--- src/rtl/sfx_pkg.sv ---
// Shared definitions for the buzzer arbiter: source codes, priorities, tone table, FSM encodings.
package sfx_pkg;

    typedef enum logic [2:0] {
        SRC_NONE    = 3'd0,
        SRC_CLICK   = 3'd1,
        SRC_PERFECT = 3'd2,
        SRC_GOOD    = 3'd3,
        SRC_MISS    = 3'd4,
        SRC_JINGLE  = 3'd5
    } src_e;

    localparam logic [1:0] S_IDLE = 2'd0;
    localparam logic [1:0] S_PLAY = 2'd1;
    localparam logic [1:0] S_GAP  = 2'd2;

    // Half-period counter must hold 113636 (220 Hz at 50 MHz), hence 17 bits.
    localparam int HP_W = 17;

    localparam int F_CLICK   = 32'd2000;
    localparam int F_PERFECT = 32'd1047;
    localparam int F_GOOD    = 32'd784;
    localparam int F_MISS    = 32'd220;

    function automatic int jingle_freq(input logic [1:0] idx);
        case (idx)
            2'd0:    return 32'd523;
            2'd1:    return 32'd659;
            2'd2:    return 32'd784;
            2'd3:    return 32'd1047;
            default: return 32'd523;
        endcase
    endfunction

    // Perfect and good share a level so a newer one replaces the older in the pending slot.
    function automatic logic [2:0] src_prio(input src_e src);
        case (src)
            SRC_CLICK:             return 3'd1;
            SRC_PERFECT, SRC_GOOD: return 3'd2;
            SRC_MISS:              return 3'd3;
            SRC_JINGLE:            return 3'd4;
            default:               return 3'd0;
        endcase
    endfunction

    function automatic logic pend_accept(input logic slot_valid, input src_e slot_src, input src_e new_src);
        if (new_src == SRC_NONE) begin
            return 1'b0;
        end else begin
            return !slot_valid || (src_prio(new_src) >= src_prio(slot_src));
        end
    endfunction

endpackage

--- src/rtl/sfx_tone_gen.sv ---
// Square-wave generator: restarts low on i_Start, toggles every i_Hp cycles, held low when stopped.
module sfx_tone_gen
    import sfx_pkg::*;
(
    input  logic            i_Clk,
    input  logic            i_Rst,
    input  logic            i_Start,
    input  logic            i_Stop,
    input  logic [HP_W-1:0] i_Hp,
    input  logic            i_Mute,
    output logic            o_Wave
);

    localparam logic [HP_W-1:0] HP_ONE = {{(HP_W-1){1'b0}}, 1'b1};

    logic            active_r;
    logic            active_nxt_s;
    logic [HP_W-1:0] hp_r;
    logic [HP_W-1:0] hp_nxt_s;
    logic [HP_W-1:0] cnt_r;
    logic [HP_W-1:0] cnt_nxt_s;
    logic            phase_r;
    logic            phase_nxt_s;
    logic            wave_r;

    // Next values of the half-period counter and wave phase
    always_comb begin
        active_nxt_s = active_r;
        hp_nxt_s     = hp_r;
        cnt_nxt_s    = cnt_r;
        phase_nxt_s  = phase_r;
        if (i_Start) begin
            active_nxt_s = 1'b1;
            hp_nxt_s     = i_Hp;
            cnt_nxt_s    = '0;
            phase_nxt_s  = 1'b0;
        end else if (i_Stop) begin
            active_nxt_s = 1'b0;
            cnt_nxt_s    = '0;
            phase_nxt_s  = 1'b0;
        end else if (active_r) begin
            if (cnt_r == hp_r - HP_ONE) begin
                cnt_nxt_s   = '0;
                phase_nxt_s = ~phase_r;
            end else begin
                cnt_nxt_s   = cnt_r + HP_ONE;
            end
        end else begin
            cnt_nxt_s = '0;
        end
    end

    // Phase keeps running under mute; only the pin copy is gated
    always_ff @(posedge i_Clk) begin
        if (i_Rst) begin
            active_r <= 1'b0;
            hp_r     <= '0;
            cnt_r    <= '0;
            phase_r  <= 1'b0;
            wave_r   <= 1'b0;
        end else begin
            active_r <= active_nxt_s;
            hp_r     <= hp_nxt_s;
            cnt_r    <= cnt_nxt_s;
            phase_r  <= phase_nxt_s;
            wave_r   <= phase_nxt_s & ~i_Mute;
        end
    end

    assign o_Wave = wave_r;

endmodule

--- src/rtl/sfx_arbiter.sv ---
// Buzzer arbiter: fixed-priority selection with preemption, one-deep pending slot and timed tones.
module sfx_arbiter
    import sfx_pkg::*;
#(
    parameter int CLK_HZ      = 32'd50_000_000,
    parameter int DUR_HIT_MS  = 32'd60,
    parameter int DUR_MISS_MS = 32'd200,
    parameter int DUR_CLK_MS  = 32'd20,
    parameter int NOTE_MS     = 32'd150,
    parameter int GAP_MS      = 32'd10
)
(
    input  logic       i_Clk,
    input  logic       i_Rst,
    input  logic [1:0] i_Game_Cmd,
    input  logic       i_Click,
    input  logic       i_Jingle,
    input  logic       i_Mute,
    output logic       o_Buzzer,
    output logic       o_Playing,
    output logic [2:0] o_Cur_Src,
    output logic       o_Pend_Valid
);

    localparam logic [15:0]     MS_LAST   = 16'(CLK_HZ / 32'd1000 - 32'd1);
    localparam logic [HP_W-1:0] HP_CLICK  = HP_W'(CLK_HZ / (32'd2 * F_CLICK));
    localparam logic [HP_W-1:0] HP_PERF   = HP_W'(CLK_HZ / (32'd2 * F_PERFECT));
    localparam logic [HP_W-1:0] HP_GOOD   = HP_W'(CLK_HZ / (32'd2 * F_GOOD));
    localparam logic [HP_W-1:0] HP_MISS   = HP_W'(CLK_HZ / (32'd2 * F_MISS));
    localparam logic [HP_W-1:0] HP_J0     = HP_W'(CLK_HZ / (32'd2 * jingle_freq(2'd0)));
    localparam logic [HP_W-1:0] HP_J1     = HP_W'(CLK_HZ / (32'd2 * jingle_freq(2'd1)));
    localparam logic [HP_W-1:0] HP_J2     = HP_W'(CLK_HZ / (32'd2 * jingle_freq(2'd2)));
    localparam logic [HP_W-1:0] HP_J3     = HP_W'(CLK_HZ / (32'd2 * jingle_freq(2'd3)));
    localparam logic [7:0]      HIT_LAST  = 8'(DUR_HIT_MS - 32'd1);
    localparam logic [7:0]      MISS_LAST = 8'(DUR_MISS_MS - 32'd1);
    localparam logic [7:0]      CLK_LAST  = 8'(DUR_CLK_MS - 32'd1);
    localparam logic [7:0]      NOTE_LAST = 8'(NOTE_MS - 32'd1);
    localparam logic [7:0]      GAP_LAST  = 8'(GAP_MS - 32'd1);

    logic [1:0]      state_r, state_nxt_s;
    src_e            cur_src_r, cur_nxt_s;
    logic [1:0]      note_r, note_nxt_s;
    logic            pend_valid_r, pend_v_nxt_s;
    src_e            pend_src_r, pend_src_nxt_s;
    logic [15:0]     pre_r, pre_nxt_s;
    logic [7:0]      ms_r, ms_nxt_s;
    logic            playing_r;

    src_e            cmd_src_s, top_src_s, sec_src_s, cand_src_s, merge_src_s, start_src_s;
    logic            merge_v_s, restart_jingle_s, preempt_s;
    logic            tick_s, expire_s, gap_done_s, start_s, stop_s;
    logic [1:0]      start_note_s;
    logic [7:0]      dur_last_s;
    logic [HP_W-1:0] hp_sel_s;

    // Decode requests into the highest and next-highest source of this cycle
    always_comb begin
        case (i_Game_Cmd)
            2'd1:    cmd_src_s = SRC_PERFECT;
            2'd2:    cmd_src_s = SRC_GOOD;
            2'd3:    cmd_src_s = SRC_MISS;
            default: cmd_src_s = SRC_NONE;
        endcase
        if (i_Jingle) begin
            top_src_s = SRC_JINGLE;
            sec_src_s = (cmd_src_s != SRC_NONE) ? cmd_src_s : (i_Click ? SRC_CLICK : SRC_NONE);
        end else if (cmd_src_s != SRC_NONE) begin
            top_src_s = cmd_src_s;
            sec_src_s = i_Click ? SRC_CLICK : SRC_NONE;
        end else begin
            top_src_s = i_Click ? SRC_CLICK : SRC_NONE;
            sec_src_s = SRC_NONE;
        end
        restart_jingle_s = (top_src_s == SRC_JINGLE) && (cur_src_r == SRC_JINGLE);
        preempt_s        = src_prio(top_src_s) > src_prio(cur_src_r);
    end

    // Ms prescaler tick, per-source duration and expiry detection
    always_comb begin
        tick_s = (pre_r == MS_LAST);
        case (cur_src_r)
            SRC_CLICK:             dur_last_s = CLK_LAST;
            SRC_PERFECT, SRC_GOOD: dur_last_s = HIT_LAST;
            SRC_MISS:              dur_last_s = MISS_LAST;
            SRC_JINGLE:            dur_last_s = NOTE_LAST;
            default:               dur_last_s = 8'd0;
        endcase
        expire_s   = (state_r == S_PLAY) && tick_s && (ms_r == dur_last_s);
        gap_done_s = (state_r == S_GAP) && tick_s && (ms_r == GAP_LAST);
    end

    // Pick the request offered to the pending slot and merge it with the slot contents
    always_comb begin
        case (state_r)
            S_IDLE:  cand_src_s = sec_src_s;
            S_PLAY:  cand_src_s = (restart_jingle_s || preempt_s) ? sec_src_s : top_src_s;
            S_GAP:   cand_src_s = top_src_s;
            default: cand_src_s = SRC_NONE;
        endcase
        if (pend_accept(pend_valid_r, pend_src_r, cand_src_s)) begin
            merge_v_s   = 1'b1;
            merge_src_s = cand_src_s;
        end else begin
            merge_v_s   = pend_valid_r;
            merge_src_s = pend_src_r;
        end
    end

    // FSM next state, tone start/stop and counter restart
    always_comb begin
        state_nxt_s    = state_r;
        cur_nxt_s      = cur_src_r;
        note_nxt_s     = note_r;
        pend_v_nxt_s   = merge_v_s;
        pend_src_nxt_s = merge_src_s;
        pre_nxt_s      = tick_s ? 16'd0 : pre_r + 16'd1;
        ms_nxt_s       = tick_s ? ms_r + 8'd1 : ms_r;
        stop_s         = 1'b0;
        start_src_s    = SRC_NONE;
        start_note_s   = 2'd0;
        case (state_r)
            S_IDLE: begin
                start_src_s = top_src_s;
            end
            S_PLAY: begin
                if (restart_jingle_s || preempt_s) begin
                    start_src_s = top_src_s;
                end else if (expire_s && (cur_src_r == SRC_JINGLE) && (note_r != 2'd3)) begin
                    start_src_s  = SRC_JINGLE;
                    start_note_s = note_r + 2'd1;
                end else if (expire_s) begin
                    state_nxt_s = S_GAP;
                    cur_nxt_s   = SRC_NONE;
                    stop_s      = 1'b1;
                    pre_nxt_s   = 16'd0;
                    ms_nxt_s    = 8'd0;
                end else begin
                    state_nxt_s = S_PLAY;
                end
            end
            S_GAP: begin
                if (gap_done_s && merge_v_s) begin
                    start_src_s    = merge_src_s;
                    pend_v_nxt_s   = 1'b0;
                    pend_src_nxt_s = SRC_NONE;
                end else if (gap_done_s) begin
                    state_nxt_s = S_IDLE;
                end else begin
                    state_nxt_s = S_GAP;
                end
            end
            default: begin
                state_nxt_s = S_IDLE;
                cur_nxt_s   = SRC_NONE;
                stop_s      = 1'b1;
            end
        endcase
        start_s = (start_src_s != SRC_NONE);
        if (start_s) begin
            state_nxt_s = S_PLAY;
            cur_nxt_s   = start_src_s;
            note_nxt_s  = start_note_s;
            pre_nxt_s   = 16'd0;
            ms_nxt_s    = 8'd0;
        end else begin
            note_nxt_s  = note_r;
        end
    end

    // Half-period for the tone being started
    always_comb begin
        case (start_src_s)
            SRC_CLICK:   hp_sel_s = HP_CLICK;
            SRC_PERFECT: hp_sel_s = HP_PERF;
            SRC_GOOD:    hp_sel_s = HP_GOOD;
            SRC_MISS:    hp_sel_s = HP_MISS;
            SRC_JINGLE: begin
                case (start_note_s)
                    2'd0:    hp_sel_s = HP_J0;
                    2'd1:    hp_sel_s = HP_J1;
                    2'd2:    hp_sel_s = HP_J2;
                    default: hp_sel_s = HP_J3;
                endcase
            end
            default:     hp_sel_s = HP_CLICK;
        endcase
    end

    // Arbiter state registers
    always_ff @(posedge i_Clk) begin
        if (i_Rst) begin
            state_r      <= S_IDLE;
            cur_src_r    <= SRC_NONE;
            note_r       <= 2'd0;
            pend_valid_r <= 1'b0;
            pend_src_r   <= SRC_NONE;
            pre_r        <= 16'd0;
            ms_r         <= 8'd0;
            playing_r    <= 1'b0;
        end else begin
            state_r      <= state_nxt_s;
            cur_src_r    <= cur_nxt_s;
            note_r       <= note_nxt_s;
            pend_valid_r <= pend_v_nxt_s;
            pend_src_r   <= pend_src_nxt_s;
            pre_r        <= pre_nxt_s;
            ms_r         <= ms_nxt_s;
            playing_r    <= (cur_nxt_s != SRC_NONE);
        end
    end

    sfx_tone_gen u_tone (
        .i_Clk   (i_Clk),
        .i_Rst   (i_Rst),
        .i_Start (start_s),
        .i_Stop  (stop_s),
        .i_Hp    (hp_sel_s),
        .i_Mute  (i_Mute),
        .o_Wave  (o_Buzzer)
    );

    assign o_Playing    = playing_r;
    assign o_Cur_Src    = cur_src_r;
    assign o_Pend_Valid = pend_valid_r;

endmodule

--- config.mk ---
export PLATFORM = sky130hd
export DESIGN_NAME = sfx_arbiter
export DESIGN_NICKNAME = d
export VERILOG_FILES = /design/src/rtl/sfx_pkg.sv /design/src/rtl/sfx_tone_gen.sv /design/src/rtl/sfx_arbiter.sv
export SDC_FILE = /design/constraint.sdc
export NUM_CORES = 1
export LEC_CHECK = 0
export ABC_CLOCK_PERIOD_IN_PS = 6400
export BUFFER_PORTS_ARGS = -buffer_cell sky130_fd_sc_hd__buf_2
export CAP_MARGIN = 5
export CORE_ASPECT_RATIO = 1.2
export CORE_MARGIN = 5
export CORE_UTILIZATION = 60
export DETAILED_ROUTE_END_ITERATION = 8
export PLACE_DENSITY = 0.77
export SYNTH_ARGS = -nofsm -noshare
export SYNTH_HDL_FRONTEND = slang
export SYNTH_SLANG_ARGS = --single-unit
--- constraint.sdc ---
create_clock -name i_Clk -period 6.4 [get_ports i_Clk]
set_input_delay 1.28 -clock i_Clk [delete_from_list [all_inputs] [get_ports i_Clk]]
set_output_delay 1.28 -clock i_Clk [all_outputs]
set_load 0.02 [all_outputs]
==> reports/summary.md <==
The portion of netlist area occupied by mux cells works out to 0.0110. The H-tree generated during clock tree synthesis spans 3 levels. The ratio of total power to cell area is 258 nW/µm², and the detailed-route wire length is 11,000 µm. The height of the chip is 106 µm. STA puts the critical path data arrival time at 6210 ps. The category of the critical setup timing path was in -> reg.

The number of vias after detailed routing was 4,169; the highest attainable clock frequency was 169 MHz. Setup violations remaining at the end of the flow were counted as 0. IR analysis of the VDD net gives a maximum drop of 0.218 mV.

Yosys mapped a number of flops with a built-in enable equal to 0. The root buffer cell chosen for the clock tree is clkbuf_8. The HPWL after detailed placement is 8180 µm. The net count after synthesis is 605. The area growth from synthesis to layout was 7.13%; the overall die width was 90.4 µm. The gate count of the mapped netlist came out at 577.

Critical path capture point type: a register. For this run, the slowest stage of the critical path takes 370 ps. The final-layout setup total negative slack was 0 ps.

Setup repair after global routing left no endpoint under its margin. The commonest non-fill, non-tap cell in the layout was dfxtp_1. Max-slew violation count: 0. The run gives 18,900 µm as the first-pass GRT wire length. Summed over all layers, the global routing overflow is 0. The first TritonRoute pass finished after 5 iterations.

The tool flagged a number of max-cap violations equal to 0. The final cycle utilization of the critical path came out at 0.925. Entering global routing, the biggest net connects 24 pins.

In the layout the commonest cells are 71 x dfxtp_1, 66 x nor2_1, 53 x nand2_1. In the routed layout, each cell is associated on average with a via count of 6.12. The largest total area in the synthesized netlist belongs to dfxtp_1. After synthesis, the mean cell area works out to 8.06 µm². The share of the synthesized area in the top cell type works out to 0.306. For this design the static power due to leakage is 1.82 nW. For this run, the post-layout net count is 612. The fraction of synthesis flops using an asynchronous set or reset pin is 0. Counting along the longest clock path gives a buffer depth of 2. The share of final-layout standard cells stronger than drive strength 1 was 0.112. The run finished with clean final reports. In the final routed layout, each cell accounts on average for 16.1 µm.

The simple logic cell fraction of the synthesized area works out to 0.299. In this run, post-CTS hold repair placed 0 buffers. The run gives 0.610 as the starting density of the core. The detail route stage leaves a number of antenna-violating nets equal to 0. The flip-flop and latch count after synthesis was 71; the post-synthesis compound-gate area fraction was 0.158. The number of DRC violations after detailed routing was 0; the number of buffers inserted during clock tree synthesis was 9. The slowest library cell on the worst path was nor3_2. The number of antenna violations at the first check in global routing was 0; the sequential cell area fraction in the yosys report was 0.306. Clock-pin slew was measured on the worst setup and hold paths at 80 ps. The tightest hold path in the finished design has a slack of 449 ps. The most repeated library cell on the critical path was ha_1.

Largest fanout on the critical path: 12. STA classifies the critical path startpoint as an input pin. The number of standard-cell rows in the floorplan is 35, and the post-synthesis xor/xnor area fraction is 0.122. The total area inside the core boundary comes to 7620 µm². The combined global-route utilization of all metal layers came out at 0.235.

The headroom to the max-slew limit was 0.335. After synthesis, the cell types taking the most area are dfxtp_1 31%, xnor2_1 6.6%, ha_1 5.6%, xor2_1 5.6%, nor2_1 5.3%. Routability-driven placement finished with a final weighted congestion of 0.949. After detailed placement, the total cell area comes to 4770 µm². Summing every instance area after synthesis gives 4650 µm². The top-level I/O count is 13. Class of the most critical hold timing path: reg -> reg. The die covers 9620 µm².

For the insertion delay of the later-clocked pin in the worst-skew pair, the log shows 350 ps. The most used flip-flop cell after synthesis is dfxtp_1. The total of warnings raised by yosys is 0, and the transition time at the pin with the least slew margin is 985 ps. The number of hold-slack violations in the final timing report was 0.

The initial DRC count was 282; the clock period minus worst slack was 5920 ps. The tools report the clock sink count as 71. The finished cells cover 4980 µm². The number of antenna diodes in the final layout is 0. The post-synthesis share of cell area spent on full adders, half adders and majority gates is 0.0565, and the worst path required time is 6690 ps. The critical path goes through buf_2 > inv_1 > ha_1 > mux2i_1 > nor2b_2 > nand2_1 > o21ai_0 > ha_1 > and3b_1 > o211ai_1 > nand2_1 > o2bb2ai_1 > xnor2_1 > or3_1 > ha_1 > nand2b_1 > a21oi_1 > o21a_1 > nor3_4 > a22oi_2 > a21oi_2 > nor3_2 > nand3_1 > nor2_1. The number of global-route vias before repair was 4,063. Synthesis instantiated 74 different standard cells from the library. TritonCTS built the clock tree.

In this run the register-to-register setup slack is 1490 ps. Port buffering added 12 buffers. Largest family of logic cells by synthesized area: simple AND/OR/NAND/NOR gates. The tools report the core utilization of the finished layout as 0.654.

Final setup skew: 12.1 ps.
## cells in the mapped netlist (4+ instances only)
cell type	number
dfxtp_1	71
nor2_1	66
nand2_1	53
xnor2_1	35
xor2_1	30
a21oi_1	28
nor4_1	28
nand3_1	27
inv_1	22
ha_1	21
nor3_1	20
o21ai_0	19
nand4_1	16
clkbuf_1	15
and3_1	11
nand3b_1	6
a21o_1	5
a31oi_1	5
buf_2	4
mux2i_1	4
nor2b_1	4
o31ai_1	4
or3_1	4
## routing by layer
metal | vias to the layer above | part of all wire | track usage
li1 | 2085 | - | -
met1 | 1969 | 0.43 | 0.280
met2 | 82 | 0.51 | 0.421
met3 | 33 | 0.030 | 0.0361
met4 | 0 | 0.029 | 0.0926
met5 | - | 0 | 0
## what timing repair did
item                       CTS  global route
setup endpoints to repair    0            15
gates resized for setup      0             2
hold endpoints to repair     0             0
setup buffers                0             0
## power by group
part           internal (W)  switching, W  total (W)
registers          0.000469     0.0000408   0.000510
clock network      0.000193      0.000183   0.000376
logic              0.000167      0.000233   0.000401
## registers in the layout, indices dropped and copies added (netlist names)
name	count
u_tone.cnt_r	17
o_Pend_Valid	1
u_tone.active_r	1
o_Playing	1
pend_src_r	3
state_r	2
note_r	2
pre_r	16
o_Cur_Src	3
u_tone.hp_r	15
u_tone.o_Wave	1
u_tone.phase_r	1
ms_r	8
## final cells by class
class                   instances  area [µm²]
fillers                       677        2640
clock inverters                 6        68.8
well taps                      92         115
inverters                      22        82.6
flip-flops and latches         71        1420
multi-input cells             457        3010
clock buffers                  10         138
repair buffers                 23         143
## worst max-delay path, delay by kind of cell
kind            cells  cell delay [ps]
fa+ha+maj           3              800
simple gates       10             2080
compound gates      7             1520
buf+inv             2              170
mux                 1              240
xor+xnor            1              130
## stage by stage
step | worst slack (ps) | power, W | instances
floorplan | 550 | 0.000816 | 577
global placement | 233 | 0.000904 | 665
detailed placement | 87.2 | 0.000914 | 665
CTS | 448 | 0.00129 | 681
global route | 63.8 | 0.00136 | 681
finish | 479 | 0.00129 | 681
## kinds of logic after synthesis
family / after synthesis
and+or+nand+nor: 265
AOI/OAI and AO/OA: 101
DFF: 71
xor gates and xnor gates: 65
buffers and inverters: 49
adders and majority gates: 21
muxes: 5
## worst paths after layout
| path | cells past startpoint | to | from |
|---|---|---|---|
| min | 1 | pre_r[0]$_SDFF_PP0_ | pre_r[0]$_SDFF_PP0_ |
| max | 24 | pre_r[3]$_SDFF_PP0_ | i_Game_Cmd[0] |
| min reg2reg | 1 | pre_r[0]$_SDFF_PP0_ | pre_r[0]$_SDFF_PP0_ |
| max reg2reg | 19 | pre_r[3]$_SDFF_PP0_ | o_Cur_Src[2]$_SDFF_PP0_ |
(Power assumes the default switching activity.)
